<file path="src/rtl/logic_op_arbiter.sv">
// Two-requester round-robin arbiter with one bitwise logic unit and a single
// registered result slot. A requester is accepted in the same cycle its gnt is high.
module logic_op_arbiter (
    input  logic        clk,
    input  logic        rst_n,
    input  logic        req0,
    input  logic        req1,
    input  logic [16:1] A0,
    input  logic [16:1] B0,
    input  logic [16:1] A1,
    input  logic [16:1] B1,
    input  logic [1:0]  op0,
    input  logic [1:0]  op1,
    output logic        gnt0,
    output logic        gnt1,
    output logic [16:1] out,
    output logic        out_valid,
    output logic        out_id,
    input  logic        out_ready,
    output logic [7:0]  op_count
);

    // Handshakes: an input transfer happens at an edge where reqN && gntN (gnt is
    // the ready); an output transfer happens at an edge where out_valid && out_ready.
    // reqN and its operands must stay stable until granted.

    typedef enum logic {
        EMPTY = 1'b0,
        FULL  = 1'b1
    } state_t;

    state_t      state;
    state_t      state_next;
    logic        last;
    logic        slot_free;
    logic        pick1;
    logic        consume;
    logic [16:1] result;

    function automatic logic [16:1] logic_op(input logic [16:1] a,
                                             input logic [16:1] b,
                                             input logic [1:0]  op);
        logic [16:1] r;
        case (op)
            2'b00:   r = a & b;
            2'b01:   r = a | b;
            2'b10:   r = a ^ b;
            default: r = ~(a ^ b);
        endcase
        return r;
    endfunction

    always_comb begin
        slot_free  = (state == EMPTY) || out_ready;
        // Requester 1 wins a tie only when requester 0 was served last.
        pick1      = req1 && (!req0 || !last);
        gnt0       = 1'b0;
        gnt1       = 1'b0;
        state_next = state;
        if (rst_n && slot_free) begin
            gnt0 = req0 && !pick1;
            gnt1 = pick1;
        end
        case (state)
            EMPTY: if (gnt0 || gnt1) state_next = FULL;
            FULL:  if (out_ready && !gnt0 && !gnt1) state_next = EMPTY;
            default: state_next = EMPTY;
        endcase
    end

    assign consume   = (state == FULL) && out_ready;
    assign result    = gnt1 ? logic_op(A1, B1, op1) : logic_op(A0, B0, op0);
    assign out_valid = (state == FULL);

    always_ff @(posedge clk or negedge rst_n) begin
        if (!rst_n) begin
            state    <= EMPTY;
            out      <= 16'h0000;
            out_id   <= 1'b0;
            last     <= 1'b1;
            op_count <= 8'd0;
        end else begin
            state <= state_next;
            if (gnt0 || gnt1) begin
                out    <= result;
                out_id <= gnt1;
                last   <= gnt1;
            end
            if (consume) op_count <= op_count + 8'd1;
        end
    end

endmodule

</file>
<file path="config.mk">
export PLATFORM = sky130hd
export DESIGN_NAME = logic_op_arbiter
export DESIGN_NICKNAME = d
export VERILOG_FILES = /design/src/rtl/logic_op_arbiter.sv
export SDC_FILE = /design/constraint.sdc
export NUM_CORES = 1
export LEC_CHECK = 0
export CORE_ASPECT_RATIO = 1.4
export CORE_MARGIN = 5
export CORE_UTILIZATION = 45
export CTS_CLUSTER_SIZE = 20
export DETAILED_ROUTE_END_ITERATION = 10
export PLACE_DENSITY = 0.84
export SLEW_MARGIN = 25
export SYNTH_ARGS = -nofsm -noshare
export SYNTH_HDL_FRONTEND = slang
export SYNTH_SLANG_ARGS = --single-unit
</file>
<file path="constraint.sdc">
create_clock -name clk -period 3.25 [get_ports clk]
set_clock_uncertainty 0.05 [all_clocks]
set_input_delay 0.975 -clock clk [delete_from_list [all_inputs] [get_ports clk]]
set_output_delay 0.975 -clock clk [all_outputs]
set_load 0.005 [all_outputs]
</file>
==> results_dict.tcl <==
set metrics [dict create \
    status "completed" \
    pin_count 101 \
    drtPass1Iterations 4 \
    reg2reg_setup_slack_ns 1.65 \
    hold_end "op_count[7]$_DFFE_PN0P_" \
    synth.distinct_cells 30 \
    hp-class "register to register" \
    crit_type "input pin to output port" \
    hold_viol_final 0 \
    ir_drop_v 0.000244 \
    report.power.total_w 0.00138 \
    syn_inst 384 \
    clock-sinks 27 \
    timing.fmax_ghz 0.324 \
    reg2reg_to "out[1]$_DFFE_PN0P_" \
    h-tree-depth 1 \
    port_buffers 100 \
    finalCritPeriodShare 0.950 \
    synth_nets 522 \
    period_needed_ns 3.09 \
    leakage_nw 2.22 \
    core.rowCount 36 \
    worstSkewPairLatency_ns 0.27 \
    drive_gt1_frac 0.0722 \
    cts_tree "done" \
    grt_max_degree 48 \
    rr_worst_depth 6 \
    drc 0 \
    clk_path_buf_depth 2 \
    required_ns 2.22 \
    track_usage 0.174 \
    nets 624 \
    cts_made_buffers 3 \
    gp_congestion 0.839 \
    setup_violations 0 \
    slew_viol_final 0 \
    grt-ovfl-total 0 \
    die_area_um2 8810 \
    cp.arrival_ns 2.06 \
    drv_cap 0 \
    cp-end-kind "output port" \
    wl_per_cell_um 13.5 \
    ys_seq_area_frac 0.215 \
    cp-start-kind "input pin" \
    rsz0062_at_grt "no" \
    detail-route-antenna-nets 0 \
    drt-total-wl_mm 7.80 \
    antenna_cells 0 \
    timing.rr.start "out_valid$_DFF_PN0_" \
    grt_pass1_wl_mm 12.3 \
    cts.clk_slew.worst_paths_ns 0.09 \
    hp-start "op_count[7]$_DFFE_PN0P_" \
    die_w_um 80.8 \
    cellPowerDensity_nw_per_um2 319 \
    chipHeight_um 109 \
    hold_depth 1 \
    syn_area_per_cell_um2 8.22 \
    cts_root_buf "clkbuf_8" \
    drt_iter0_drc 114 \
    dpl.hpwl_mm 6.57 \
    synth_seq_cells 27 \
    tightest_slew_ns 0.842 \
    cp_max_fo 4 \
    core_um2 6890 \
    routed-via-count 2870 \
    grt_pass1_vias 2866 \
    fin_cells 580 \
    dpl.cell_count 575 \
    vias_per_cell 4.95 \
    initial_core_util 0.458 \
    synth_warnings 0 \
    areaGrowthSynthToFinish_pct 37.2 \
    netlist_area_um2 3160 \
    antenna_found_initial 0 \
    slew_headroom 0.438 \
]
-- layout by cell type (no fill, tap or decap), types with 4 or more instances in the layout --
cell / Yosys / layout
a221o_2: 4 / 4
ha_1: 65 / 65
nand2_1: 50 / 50
nand3_1: 4 / 4
clkdlybuf4s50_1: 0 / 93
a221o_1: 12 / 12
buf_4: 3 / 15
dfrtp_1: 26 / 26
a211o_1: 13 / 13
nor3_1: 4 / 4
xor2_1: 32 / 32
a21oi_1: 15 / 15
nor2_1: 16 / 16
dlygate4sd2_1: 0 / 5
inv_1: 67 / 65
nor2b_1: 6 / 6
o21ai_0: 31 / 31
xnor2_1: 7 / 7
-- worst max path at each step --
stage                 to  slack (ns)  depth (start not counted)       from
detailed placement  gnt1       -0.20                          5  out_ready
global placement    gnt1       -0.18                          5  out_ready
CTS                 gnt0        0.15                          5      rst_n
global route        gnt0        0.11                          5      rst_n
finish              gnt0        0.16                          5      rst_n
floorplan           gnt1        0.70                          4  out_ready
-- worst max-delay path, stage by stage --
cell             delay (ns)
dlygate4sd2_1          0.27
buf_4                  0.15
o2111ai_4              0.09
inv_2                  0.07
clkdlybuf4s50_1        0.49
-- report_power, final --
| group | leakage [nW] | total, W | switching [W] | internal [W] |
|---|---|---|---|---|
| Combinational | 1.86 | 0.000675 | 0.000271 | 0.000404 |
| Sequential | 0.336 | 0.000509 | 0.0000803 | 0.000428 |
| Clock | 0.0261 | 0.000198 | 0.000108 | 0.0000899 |
-- per-stage QoR --
step	cell area [µm²]	util	worst slack [ns]	setup TNS [ns]	hold slack [ns]
after floorplan	3160	-	0.705	0	0.418
after global placement	4280	0.621	-0.184	-0.280	0.418
after detailed placement	4280	0.621	-0.202	-0.324	0.432
after CTS	4330	0.628	0.153	0	0.449
after global routing	4330	0.628	0.112	0	0.472
final	4330	0.628	0.163	0	0.441
-- synthesized netlist by cell type (all sizes together) --
| library cell | count | area (µm²) |
|---|---|---|
| inv | 68 | 255 |
| ha | 65 | 813 |
| nand2 | 50 | 188 |
| o21ai | 32 | 171 |
| xor2 | 32 | 280 |
| dfrtp | 26 | 651 |
| a221o | 16 | 165 |
| nor2 | 16 | 60.1 |
| a21oi | 15 | 75.1 |
| a211o | 13 | 114 |
| buf | 12 | 86.3 |
| clkbuf | 7 | 26.3 |
| xnor2 | 7 | 61.3 |
| nor2b | 6 | 37.5 |
| nand3 | 4 | 20.0 |
| nor3 | 4 | 20.0 |
| a211oi | 3 | 22.5 |
| a31oi | 1 | 6.26 |
| and2 | 1 | 8.76 |
| dfstp | 1 | 26.3 |
| mux2 | 1 | 11.3 |
| mux2i | 1 | 10.0 |
| nand2b | 1 | 13.8 |
| nand4 | 1 | 6.26 |
| o2111ai | 1 | 26.3 |
-- layout make-up --
cell class	instances	area [µm²]
Tap cell	95	119
Clock buffer	3	41.3
Inverter	68	255
Sequential cell	27	677
Timing Repair Buffer	116	1120
Multi-Input combinational cell	270	2110
Fill cell	620	2560
Clock inverter	1	8.76
-- metal layers --
| metal | GRT usage | routed length, µm |
|---|---|---|
| met1 | 0.180 | 2910 |
| met2 | 0.363 | 4450 |
| met3 | 0.0190 | 312 |
| met4 | 0.0374 | 123 |
| met5 | 0 | 0 |
-- kinds of logic (layout without fill, tap and decap cells) --
family / count (synthesis) / after routing / synth area share
buffers and inverters: 87 / 188 / 0.117
adder cells (fa/ha/maj): 65 / 65 / 0.258
XOR/XNOR: 39 / 39 / 0.108
flip-flops: 27 / 27 / 0.215
AO/OA/AOI/OAI: 81 / 81 / 0.184
multiplexers: 2 / 2 / 0.00674
AND/OR/NAND/NOR: 83 / 83 / 0.112
-- sequential cells by signal (all words and copies together) (netlist names) --
name	count
last	1
op_count	8
out	16
out_id	1
out_valid	1
-- timing repair --
| action | 4_1_cts | 5_1_grt |
|---|---|---|
| setup buffers | 1 | 0 |
| hold buffers | 0 | 0 |
| endpoints found under the setup margin | 2 | 0 |
| gates resized for setup | 7 | 0 |
Note: power is estimated with default switching activity, not from simulation.
